<file path="src/rtl/dma_ctrl_pkg.sv">
// Shared types and constants for the simple DMA controller: FSM encoding, transfer direction, write enables.
package dma_ctrl_pkg;

  localparam logic [2:0] ST_IDLE     = 3'd0;
  localparam logic [2:0] ST_WAIT_DEV = 3'd1;
  localparam logic [2:0] ST_MEM_REQ  = 3'd2;
  localparam logic [2:0] ST_MEM_RD   = 3'd3;
  localparam logic [2:0] ST_ACK      = 3'd4;
  localparam logic [2:0] ST_DONE     = 3'd5;

  typedef enum logic [2:0] {
    IDLE     = ST_IDLE,
    WAIT_DEV = ST_WAIT_DEV,
    MEM_REQ  = ST_MEM_REQ,
    MEM_RD   = ST_MEM_RD,
    ACK      = ST_ACK,
    DONE     = ST_DONE
  } state_t;

  localparam logic DMA_RD = 1'b1;
  localparam logic DMA_WR = 1'b0;

  localparam logic [1:0] WE_WORD = 2'b11;

  // Memory port is word addressed; byte address bit 0 is dropped.
  function automatic logic [14:0] word_addr(input logic [15:0] byte_addr);
    return byte_addr[15:1];
  endfunction

endpackage

</file>
<file path="src/rtl/simple_dma_controller_if.sv">
// openMSP430-style DMA master port: controller drives the request side, memory answers with ready/read data.
interface simple_dma_controller_if;

  logic [14:0] dma_addr;
  logic        dma_en;
  logic [1:0]  dma_we;
  logic [15:0] dma_din;
  logic [15:0] dma_dout;
  logic        dma_ready;
  logic        dma_priority;

  modport master (
    output dma_addr, dma_en, dma_we, dma_din, dma_priority,
    input  dma_dout, dma_ready
  );

  modport slave (
    input  dma_addr, dma_en, dma_we, dma_din, dma_priority,
    output dma_dout, dma_ready
  );

endinterface

</file>
<file path="src/rtl/dma_ctrl_timer.sv">
// Device-acknowledge watchdog: counts ticks since the last clear, expires on the LIMIT-th tick.
// LIMIT of 0 disables expiry entirely.
module dma_ctrl_timer #(
  parameter int LIMIT = 0
) (
  input  logic clk,
  input  logic reset,
  input  logic clear,
  input  logic tick,
  output logic expire
);

  localparam logic [15:0] LAST = 16'(LIMIT - 1);

  logic [15:0] count;

  always_ff @(posedge clk or posedge reset) begin
    if (reset) begin
      count <= '0;
    end else if (clear) begin
      count <= '0;
    end else if (tick) begin
      count <= count + 16'd1;
    end
  end

  // Consulted only on a tick cycle, so the current tick is the LIMIT-th one.
  assign expire = (LIMIT != 0) && (count == LAST);

endmodule

</file>
<file path="src/rtl/simple_dma_controller.sv">
// DMA responder: one memory access per word, one-cycle dma_ack per word; 3 cycles/word write, 4 read; dma_en held until dma_ready.
// Build option DMA_CTRL_PRIORITY_EN drives dma_priority during long blocks; otherwise it is tied low.
module simple_dma_controller
  import dma_ctrl_pkg::*;
#(
  parameter logic [15:0] ADDR_STEP   = 16'd2,
  parameter int          ACK_TIMEOUT = 0
) (
  input  logic        clk,
  input  logic        reset,
  input  logic        dma_rqst,
  input  logic        dma_rd_wr,
  input  logic [15:0] dma_start_address,
  input  logic [15:0] dma_num_words,
  input  logic        dev_ack,
  input  logic [15:0] dev_out,
  output logic [15:0] dev_in,
  output logic        dma_ack,
  output logic        dma_end_flag,
  output logic        dma_timeout,
  simple_dma_controller_if.master mem
);

  state_t      state, state_nxt;
  logic [15:0] addr, cnt, data_q, dev_in_q;
  logic        dir, timeout_q, drop;
  logic        accept, tmr_clear, tmr_tick, tmr_expire, timeout_hit;
  logic        ack_o, end_o, en_o;
  logic [14:0] addr_o;
  logic [1:0]  we_o;
  logic [15:0] din_o;

  dma_ctrl_timer #(.LIMIT(ACK_TIMEOUT)) u_timer (
    .clk    (clk),
    .reset  (reset),
    .clear  (tmr_clear),
    .tick   (tmr_tick),
    .expire (tmr_expire)
  );

  always_ff @(posedge clk or posedge reset) begin
    if (reset) begin
      state <= IDLE;
    end else begin
      state <= state_nxt;
    end
  end

  always_comb begin
    state_nxt   = state;
    accept      = 1'b0;
    tmr_clear   = 1'b1;
    tmr_tick    = 1'b0;
    timeout_hit = 1'b0;
    ack_o       = 1'b0;
    end_o       = 1'b0;
    en_o        = 1'b0;
    addr_o      = '0;
    we_o        = '0;
    din_o       = '0;
    case (state)
      IDLE: begin
        if (dma_rqst) begin
          accept    = 1'b1;
          state_nxt = (dma_num_words == 16'd0) ? DONE : WAIT_DEV;
        end
      end
      WAIT_DEV: begin
        tmr_clear = 1'b0;
        if (!dma_rqst) begin
          state_nxt = IDLE;
        end else if (dev_ack) begin
          state_nxt = MEM_REQ;
        end else begin
          tmr_tick = 1'b1;
          if (tmr_expire) begin
            timeout_hit = 1'b1;
            state_nxt   = IDLE;
          end
        end
      end
      MEM_REQ: begin
        en_o   = 1'b1;
        addr_o = word_addr(addr);
        if (dir == DMA_WR) begin
          we_o  = WE_WORD;
          din_o = data_q;
        end
        if (mem.dma_ready) begin
          state_nxt = (dir == DMA_RD) ? MEM_RD : ACK;
        end
      end
      MEM_RD: begin
        state_nxt = ACK;
      end
      ACK: begin
        ack_o = 1'b1;
        // A request dropped mid-word still completes that word, then abandons the block.
        if (drop || !dma_rqst) begin
          state_nxt = IDLE;
        end else if (cnt == 16'd1) begin
          state_nxt = DONE;
        end else begin
          state_nxt = WAIT_DEV;
        end
      end
      DONE: begin
        end_o = 1'b1;
        if (!dma_rqst) begin
          state_nxt = IDLE;
        end
      end
      default: begin
        state_nxt = IDLE;
      end
    endcase
  end

  always_ff @(posedge clk or posedge reset) begin
    if (reset) begin
      addr      <= '0;
      cnt       <= '0;
      dir       <= 1'b0;
      data_q    <= '0;
      dev_in_q  <= '0;
      timeout_q <= 1'b0;
      drop      <= 1'b0;
    end else begin
      if (accept) begin
        addr      <= dma_start_address & 16'hFFFE;
        cnt       <= dma_num_words;
        dir       <= dma_rd_wr;
        timeout_q <= 1'b0;
        drop      <= 1'b0;
      end
      if ((state == WAIT_DEV) && dma_rqst && dev_ack && (dir == DMA_WR)) begin
        data_q <= dev_out;
      end
      if (timeout_hit) begin
        timeout_q <= 1'b1;
      end
      if (state == MEM_RD) begin
        dev_in_q <= mem.dma_dout;
      end
      if (state == ACK) begin
        addr <= addr + ADDR_STEP;
        cnt  <= cnt - 16'd1;
      end
      if (((state == MEM_REQ) || (state == MEM_RD)) && !dma_rqst) begin
        drop <= 1'b1;
      end
    end
  end

  assign dev_in       = dev_in_q;
  assign dma_ack      = ack_o;
  assign dma_end_flag = end_o;
  assign dma_timeout  = timeout_q;
  assign mem.dma_addr = addr_o;
  assign mem.dma_en   = en_o;
  assign mem.dma_we   = we_o;
  assign mem.dma_din  = din_o;

`ifdef DMA_CTRL_PRIORITY_EN
  assign mem.dma_priority = (state == MEM_REQ) && (cnt >= 16'd4);
`else
  assign mem.dma_priority = 1'b0;
`endif

endmodule

</file>
<file path="src/flat_wrapper.sv">
// flat-port wrapper written by rule: the top's interface ports become plain ports
module simple_dma_controller_flat import dma_ctrl_pkg::*;
#(
  parameter logic [15:0] ADDR_STEP   = 16'd2,
  parameter int          ACK_TIMEOUT = 0
)
  (clk, reset, dma_rqst, dma_rd_wr, dma_start_address, dma_num_words, dev_ack, dev_out, dev_in, dma_ack, dma_end_flag, dma_timeout, mem_dma_addr, mem_dma_en, mem_dma_we, mem_dma_din, mem_dma_priority, mem_dma_dout, mem_dma_ready);
  simple_dma_controller_if mem_i ();
  input  logic clk;
  input  logic reset;
  input  logic dma_rqst;
  input  logic dma_rd_wr;
  input  logic [15:0] dma_start_address;
  input  logic [15:0] dma_num_words;
  input  logic dev_ack;
  input  logic [15:0] dev_out;
  output logic [15:0] dev_in;
  output logic dma_ack;
  output logic dma_end_flag;
  output logic dma_timeout;
  output wire logic [$bits(mem_i.dma_addr)-1:0] mem_dma_addr;
  output wire logic [$bits(mem_i.dma_en)-1:0] mem_dma_en;
  output wire logic [$bits(mem_i.dma_we)-1:0] mem_dma_we;
  output wire logic [$bits(mem_i.dma_din)-1:0] mem_dma_din;
  output wire logic [$bits(mem_i.dma_priority)-1:0] mem_dma_priority;
  input wire logic [$bits(mem_i.dma_dout)-1:0] mem_dma_dout;
  input wire logic [$bits(mem_i.dma_ready)-1:0] mem_dma_ready;
  assign mem_dma_addr = mem_i.dma_addr;
  assign mem_dma_en = mem_i.dma_en;
  assign mem_dma_we = mem_i.dma_we;
  assign mem_dma_din = mem_i.dma_din;
  assign mem_dma_priority = mem_i.dma_priority;
  assign mem_i.dma_dout = mem_dma_dout;
  assign mem_i.dma_ready = mem_dma_ready;
  simple_dma_controller #(.ADDR_STEP(ADDR_STEP), .ACK_TIMEOUT(ACK_TIMEOUT)) u_core (.clk(clk), .reset(reset), .dma_rqst(dma_rqst), .dma_rd_wr(dma_rd_wr), .dma_start_address(dma_start_address), .dma_num_words(dma_num_words), .dev_ack(dev_ack), .dev_out(dev_out), .dev_in(dev_in), .dma_ack(dma_ack), .dma_end_flag(dma_end_flag), .dma_timeout(dma_timeout), .mem(mem_i));
endmodule
</file>
<file path="config.mk">
export PLATFORM = sky130hd
export DESIGN_NAME = simple_dma_controller_flat
export DESIGN_NICKNAME = d
export VERILOG_FILES = /design/src/rtl/dma_ctrl_pkg.sv /design/src/rtl/simple_dma_controller_if.sv /design/src/rtl/dma_ctrl_timer.sv /design/src/rtl/simple_dma_controller.sv /design/src/flat_wrapper.sv
export SDC_FILE = /design/constraint.sdc
export NUM_CORES = 1
export LEC_CHECK = 0
export BUFFER_PORTS_ARGS = -buffer_cell sky130_fd_sc_hd__buf_2
export CORE_UTILIZATION = 45
export DETAILED_ROUTE_END_ITERATION = 10
export PLACE_DENSITY = 0.75
export SLEW_MARGIN = 5
export SYNTH_ARGS = -nofsm -noshare
export SYNTH_HDL_FRONTEND = slang
export SYNTH_SLANG_ARGS = --single-unit
</file>
<file path="constraint.sdc">
create_clock -name clk -period 1.9 [get_ports clk]
set_input_delay 0.19 -clock clk [delete_from_list [all_inputs] [get_ports clk]]
set_output_delay 0.19 -clock clk [all_outputs]
set_load 0.01 [all_outputs]
</file>
; ---- Word-level counts from Yosys, hierarchy flattened
; Cells that the tools add are included.
[totals]
ff_bits = 69
out_inout_bits = 54
[classes]
n_addsub = 2
eq_ne = 10
n_mux = 26
bitwise = 1
n_reduce_logical = 12
[op_table]
columns = op, n
row1 = 16-bit two-way mux, 6
row2 = 3-bit two-way mux, 9
row3 = 3-bit one-hot mux with 6 select lines, 1
row4 = 16-bit by 2-bit adder with 16-bit output (second input constant), 1
row5 = 16-bit by 1-bit == test with 1-bit output (second input constant), 1
row6 = 16-bit zero test, 1
row7 = 16-bit by 1-bit subtractor with 16-bit output (second input constant), 1
row8 = 15-bit two-way mux, 1
row9 = 1-bit two-way mux, 7
row10 = 3-bit by 2-bit == test with 1-bit output (second input constant), 2
row11 = 3-bit == test (second input constant), 2
row12 = 2-bit inequality test (second input constant), 3
row13 = 1-bit logical AND, 4
row14 = 2-bit two-way mux, 2
row15 = 4-bit AND reduction, 1
row16 = 2-bit nonzero test, 2
row17 = 3-bit by 1-bit == test with 1-bit output (second input constant), 1
row18 = 3-bit zero test, 1
row19 = 3-bit inequality test (second input constant), 1
row20 = 1-bit logical OR, 2
row21 = 1-bit zero test, 1
row22 = 1-bit NOT, 1

; ---- Logic depth before layout (Yosys ltp)
; Gate-level depths: netlist (run 1).
[logic_depth]
depth_word = 4
mapped_depth = 7
mapped_depth_nobuf = 6

; ---- By module
; From an unflattened synthesis (run 1), not the netlist that was laid out.
[hier_totals]
cells_unflattened = 359
area_unflattened_um2 = 3639.7
[by_module_without_submodules]
columns = mod, n_inst, cells_each, area_each_um2
row1 = simple_dma_controller, 1, 357, 3628.5
row2 = dma_ctrl_timer, 1, 2, 11.3

; ---- Worst setup path before layout (run 1)
; Ideal clock, no wire load.
[synth_path]
path_type = register to register
from = register u_core.cnt[0]
to = register u_core.cnt[10]
arrival_time_ps = 1842
t_required_ps = 1774
path_slack_ps = -68
stages_incl_launch_ff = 7
path_buffers = 0
period_less_slack_ps = 1968
cell_sequence = dfrtp_1 -> inv_1 -> ha_1 -> or4bb_1 -> nor4_4 -> a21oi_1 -> a221o_1
[synth_between]
elab_chain_len = 2
[synth_rtl]
columns = element, line_no
row1 = from (decl), simple_dma_controller.sv:25  ; logic [15:0] addr, cnt, data_q, dev_in_q;
row2 = from (signal assigned), simple_dma_controller.sv:131  ; cnt <= dma_num_words;
row3 = from (signal assigned), simple_dma_controller.sv:147  ; cnt <= cnt - 16'd1;
row4 = 16-bit by 1-bit subtractor with 16-bit output, simple_dma_controller.sv:147
row5 = 16-bit two-way mux, simple_dma_controller.sv:145  ; if (state == ACK) begin
; Every way passes these cells.
; A chain may end at the register's enable or synchronous reset.

; ---- Worst setup path in the final report (run 1)
[layout_path]
from = register u_core.cnt[3]
to = register u_core.cnt[9]
; Same word-level chain as after synthesis.

==> impl_metrics.json, run 1 <==
{
  "post_synth_instance_area_um2": 3540,
  "htree_levels": 3,
  "nNetsFinal": 598,
  "dominantRegCellSynth": "dfrtp_1",
  "diodes": 0,
  "cts_inserted_buffers": 9,
  "post-route-min-period_ps": 2030,
  "synth.avg_cell_area_um2": 10.3,
  "layout_worst_path_cycle_share": 1.07,
  "cts.sinks": 68,
  "ys_ff_latch": 68,
  "worstPathArrival_ps": 2240,
  "path_class": "register to register",
  "clkSlewWorstSetupHoldPaths_ps": 80,
  "worstPathRequired_ps": 2110,
  "violations": "negative setup slack",
  "count_of_yosys_warnings_during_synthesis": 0,
  "dp.final_hpwl_mm": 6.76,
  "row_count": 31,
  "initial_core_util": 0.478,
  "grt_pass1_wl_mm": 15.6,
  "first_global_vias": 3285,
  "core-area_um2": 7410,
  "grtUsageMet2": 0.405,
  "die_h_um": 90.7,
  "met1_usage": 0.297,
  "route.final.wire_length_mm": 10.2,
  "vias": 3443,
  "power_density_nw_per_um2": 1460,
  "async_reset_ff_frac": 1.00,
  "drc": 0,
  "peakVddDrop_uv": 697,
  "p_leak_nw": 2.46,
  "clock-skew-final_ps": 10.3,
  "clk_path_buf_depth": 2,
  "gp_congestion": 0.846,
  "use_met3": 0.0396,
  "die_x_um": 90.7,
  "ys_seq_area_frac": 0.481,
  "final.hold.worst_slack_ps": 41.8,
  "antenna_left": 0,
  "hold_viol": 0,
  "drtPass1Iterations": 4,
  "io_buffers": 120,
  "setup-violations-final": 17,
  "die-area_um2": 8220,
  "worst_slack_ps": -130,
  "cts-root-buf": "clkbuf_8",
  "ys_types": 55,
  "final.fill_count": 560,
  "grt_antenna_before_repair": 0,
  "drt-wirelength-per-cell_um": 16.3,
  "post_dp_cell_area_um2": 4520,
  "crit_fanout": 5,
  "synth_area_leaders": "dfrtp_1, mux2_2, and2_1",
  "ios": 124,
  "layout-drive-gt1-share": 0.507,
  "max-cap-violations": 0,
  "grt_most_used_layer": "met2",
  "drt_first_iter_violations": 263,
  "min-delay-path-class": "primary input to register",
  "yosys.area.top_type": "dfrtp_1",
  "crit_path_end_kind": "register",
  "slew_violations": 0,
  "result_of_the_run": "finished, violations left",
  "avgViaCountPerCell": 5.48,
  "grt_use_total": 0.238,
  "grt_max_degree": 39,
  "rsz_0062_raised_after_global_routing": "true",
  "areaGrowthSynthToFinish_pct": 46.7,
  "netlist.area_leader.share": 0.481,
  "grt_overflow_total": 0,
  "clock_latency_ps": 350,
  "max_freq_ghz": 0.493,
  "fin_util": 0.701,
  "synth_enable_flop_cells": 0,
  "critical_path.startpoint_type": "register",
  "setup-tns-final_ps": -683,
  "cts_tree": "yes",
  "worst_slack_after_detailed_placement_ps": -95.0,
  "post_synth_inst_count": 344,
  "final_design_area_no_fill_um2": 5190
}
## cell type report
type / instances / area [um2] / share of cell area
inverters: 8 / 38.8 / 0.00747
multi-input cells: 249 / 1870 / 0.361
repair buffers: 189 / 1300 / 0.250
clock inverters: 5 / 30.0 / 0.00578
flip-flops and latches: 68 / 1700 / 0.328
clock buffers: 10 / 128 / 0.0246
well taps: 99 / 124 / 0.0239
## sequential cells by signal (all words and copies together) (netlist names)
name           cells
u_core.state       3
u_core.dir         1
u_core.dev_in     16
u_core.drop        1
u_core.data_q     16
u_core.addr       15
u_core.cnt        16
## timing repair
| action | 4_1_cts | 5_1_grt |
|---|---|---|
| gates resized for setup | 14 | 60 |
| setup endpoints to repair | 38 | 47 |
| pin swaps | 1 | 18 |
| hold endpoints to repair | 30 | 0 |
| hold buffers | 1 | 0 |
| buffers inserted | 7 | 16 |
## synth_stat cells, drive strengths merged (2+ instances only)
cell type  instances
nand4              5
buf               10
and3               4
a221o              4
nand2b             2
a21oi              9
or4                3
o21ai              2
nand2             26
o32ai              2
nor2              29
o221ai             2
inv                8
o211ai             8
nand3             13
mux2              32
dfrtp             68
nor3              17
or4b               2
clkbuf            10
ha                 3
a31oi              2
a311oi             3
o311ai             5
o22ai              6
or3                2
and2              30
a211oi            10
nor4               8
or3b               2
and4               3
## cell families after synthesis
kind of cell | count (synthesis) | share of synthesized area
adders and majority gates | 3 | 0.0106
buffers and inverters | 28 | 0.0346
muxes | 32 | 0.102
AOI/OAI and AO/OA | 59 | 0.128
DFF | 68 | 0.481
and+or+nand+nor | 153 | 0.244
other | 1 | 0.00106
## path summary, 6_finish.rpt
check	cells after the start	slack, ps	to	startpoint
worst max register to register	4	-130	u_core.cnt[9]$_DFFE_PP0P_	u_core.cnt[3]$_DFFE_PP0P_
worst min-delay path	3	40	u_core.dir$_DFFE_PP0P_	dma_rd_wr
max in group asynchronous	4	990	u_core.addr[6]$_DFFE_PP0P_	reset
worst min register to register	1	490	u_core.data_q[1]$_DFFE_PP0P_	u_core.data_q[1]$_DFFE_PP0P_
worst max-delay path	4	-130	u_core.cnt[9]$_DFFE_PP0P_	u_core.cnt[3]$_DFFE_PP0P_
min in group asynchronous	4	520	u_core.data_q[11]$_DFFE_PP0P_	reset
## layout by cell type (no fill, tap or decap), drive strengths merged, types with 4 or more instances in the layout
| cell type | synthesis | routed |
|---|---|---|
| nor4 | 8 | 8 |
| o22ai | 6 | 6 |
| inv | 8 | 7 |
| and2 | 30 | 30 |
| a211oi | 10 | 10 |
| a221o | 4 | 4 |
| o211ai | 8 | 8 |
| a21oi | 9 | 9 |
| nor3 | 17 | 17 |
| o311ai | 5 | 5 |
| dfrtp | 68 | 68 |
| nand2 | 26 | 26 |
| mux2 | 32 | 32 |
| nor2 | 29 | 29 |
| clkbuf | 10 | 10 |
| nand4 | 5 | 5 |
| and3 | 4 | 4 |
| buf | 10 | 188 |
| nand3 | 13 | 13 |
## report_power, final
| group | switching (mW) | internal [mW] | total (mW) |
|---|---|---|---|
| clock | 0.554 | 0.459 | 1.01 |
| sequential | 0.597 | 2.17 | 2.77 |
| combinational | 1.82 | 1.97 | 3.79 |
| total | 2.97 | 4.60 | 7.57 |
## through the flow
step	cells	total power, mW
floorplan	345	4.55
global placement	589	5.74
detailed placement	589	5.88
CTS	612	7.08
global route	628	8.06
finish	628	7.57
## layer usage
layer / up-vias / wire length, um
li1: 1636 / -
met1: 1669 / 4250
met2: 121 / 5220
met5: - / 0
met3: 17 / 545
met4: 0 / 210
## worst max-delay path, stage by stage (launching register included)
cell      delay (ps)
dfrtp_1          390
or4_4            570
or4b_4           560
o211ai_1         220
o311ai_1         160
(Power assumes the default switching activity.)
==> inputs of run 2 (changes only) <==
- REMOVE_ABC_BUFFERS: unset -> 1
- clock period: 1.9 -> 1.82 ns (I/O delays scaled with it)
==> run 2 against run 1 <==
Compared with the run above:
- the run still ends with negative setup slack left
- power up 15%
- non-clock buffer count is 7 higher
- first-iteration DRC count fell by 0.38%
- final area grew 5.9%
- worst setup slack got worse by 54 ps
- wire length increased by 9.8%
- die area unchanged
- global-route usage rose by 1.4 points
- worst hold slack improved by 3.9 ps
- sequential cell count stayed put
- clock power up 20%
- largest power group unchanged
- highest routed layer unchanged
==> impl_metrics.json, run 2 (synthesis results as in run 1) <==
{
  "number_of_placed_cells_counting_well_taps": 588,
  "worstPathArrival_ps": 1820,
  "layout_worst_path_cycle_share": 1.10,
  "ios": 124,
  "slew_violations": 0,
  "dp.final_hpwl_mm": 6.68,
  "final_design_area_no_fill_um2": 5500,
  "cts-root-buf": "clkbuf_8",
  "drc": 0,
  "post-route-min-period_ps": 2000,
  "worst_slack_ps": -184,
  "crit_fanout": 4,
  "grt_max_degree": 69,
  "diodes": 0,
  "worst_path_largest_cell_delay_ps": 440,
  "worstPathCellList": "buf_6, nand2b_4, nor3_4, buf_6, and2_1, buf_2",
  "final.hold.worst_slack_ps": 45.8,
  "violations": "negative setup slack",
  "drt-wirelength-per-cell_um": 17.7,
  "layout.cells.most_common_list": "buf_2, dfrtp_1, buf_4, buf_6, nor2_1",
  "grt_overflow_total": 0,
  "die_h_um": 90.7,
  "peakVddDrop_uv": 838,
  "drt_first_iter_violations": 262,
  "grt_use_total": 0.253,
  "max_freq_ghz": 0.499,
  "clock-skew-final_ps": 6.13,
  "grt_pass1_wl_mm": 16.6,
  "nNetsFinal": 605,
  "power_density_nw_per_um2": 1580,
  "result_of_the_run": "finished, violations left",
  "vias": 3601,
  "max-cap-violations": 0,
  "avgViaCountPerCell": 5.67,
  "core-area_um2": 7410,
  "path_class": "register to output port",
  "route.final.wire_length_mm": 11.2,
  "min-delay-path-class": "primary input to register",
  "initial_core_util": 0.478,
  "hold_viol": 0,
  "first_global_vias": 3438,
  "fin_total_pwr_mw": 8.68,
  "gp_congestion": 0.920,
  "layout-drive-gt1-share": 0.558,
  "slowest_stage": "dfrtp_1",
  "drtPass1Iterations": 4,
  "cts_inserted_buffers": 9,
  "critPathMostFrequentCell": "buf_6",
  "instances_no_fill": 635,
  "critical_path.startpoint_type": "register",
  "worst_slack_after_detailed_placement_ps": -126,
  "mostFrequentLayoutCell": "buf_2",
  "cts.sinks": 68,
  "final.fill_count": 503,
  "setup-tns-final_ps": -5000,
  "die_x_um": 90.7,
  "clock_latency_ps": 340,
  "row_count": 31,
  "cts_tree": "yes",
  "grt_antenna_before_repair": 0,
  "io_buffers": 120,
  "p_leak_nw": 2.64,
  "setup-violations-final": 46,
  "fin_util": 0.742,
  "areaGrowthSynthToFinish_pct": 55.2,
  "worstPathRequired_ps": 1640,
  "htree_levels": 3,
  "die-area_um2": 8220,
  "clk_path_buf_depth": 2,
  "crit_path_end_kind": "output port",
  "antenna_left": 0,
  "post_dp_cell_area_um2": 4530,
  "clkSlewWorstSetupHoldPaths_ps": 70,
  "rsz_0062_raised_after_global_routing": "true"
}
## run 2: timing repair
action / CTS / global route
gates resized for setup: 47 / 78
hold buffers: 1 / 0
pin swaps: 18 / 26
cloned: 2 / 3
endpoints found under the setup margin: 48 / 69
buffers inserted: 13 / 13
endpoints found under the hold margin: 68 / 0
## run 2: cell type report
type / count / area [um2] / share of cell area
multi-input cells: 249 / 2000 / 0.365
clock buffers: 10 / 138 / 0.0250
repair buffers: 196 / 1440 / 0.262
inverters: 8 / 35.0 / 0.00638
flip-flops and latches: 68 / 1700 / 0.310
clock inverters: 5 / 52.6 / 0.00956
well taps: 99 / 124 / 0.0225
## run 2: routing by layer
| metal | routed length [um] | track usage | part of all wire |
|---|---|---|---|
| met1 | 4650 | 0.337 | 0.41 |
| met2 | 5700 | 0.413 | 0.51 |
| met3 | 754 | 0.0539 | 0.067 |
| met4 | 123 | 0.0726 | 0.011 |
| met5 | 0 | 0 | 0 |
## run 2: worst paths after layout
| kind | from | cells past startpoint | to | slack [ps] |
|---|---|---|---|---|
| min in group asynchronous | reset | 4 | u_core.dev_in[15]$_DFFE_PP0P_ | 480 |
| worst min-delay path | dma_rd_wr | 3 | u_core.dir$_DFFE_PP0P_ | 50 |
| worst max-delay path | u_core.state[2]$_DFFE_PP0P_ | 6 | mem_dma_din[1] | -180 |
| max in group asynchronous | reset | 4 | u_core.cnt[0]$_DFFE_PP0P_ | 1060 |
| worst min register to register | u_core.dev_in[11]$_DFFE_PP0P_ | 1 | u_core.dev_in[11]$_DFFE_PP0P_ | 500 |
| worst max register to register | u_core.state[2]$_DFFE_PP0P_ | 7 | u_core.data_q[6]$_DFFE_PP0P_ | -130 |
## run 2: worst max-delay path, delay by kind of cell, from the launching register on
kind | cells | cell delay, ps
buf+inv | 3 | 460
flops | 1 | 440
simple gates | 3 | 590
## run 2: power by group
group	internal [mW]	leakage (nW)	switching, mW
logic	2.43	1.74	2.13
registers	2.27	0.807	0.638
clock network	0.655	0.0979	0.558
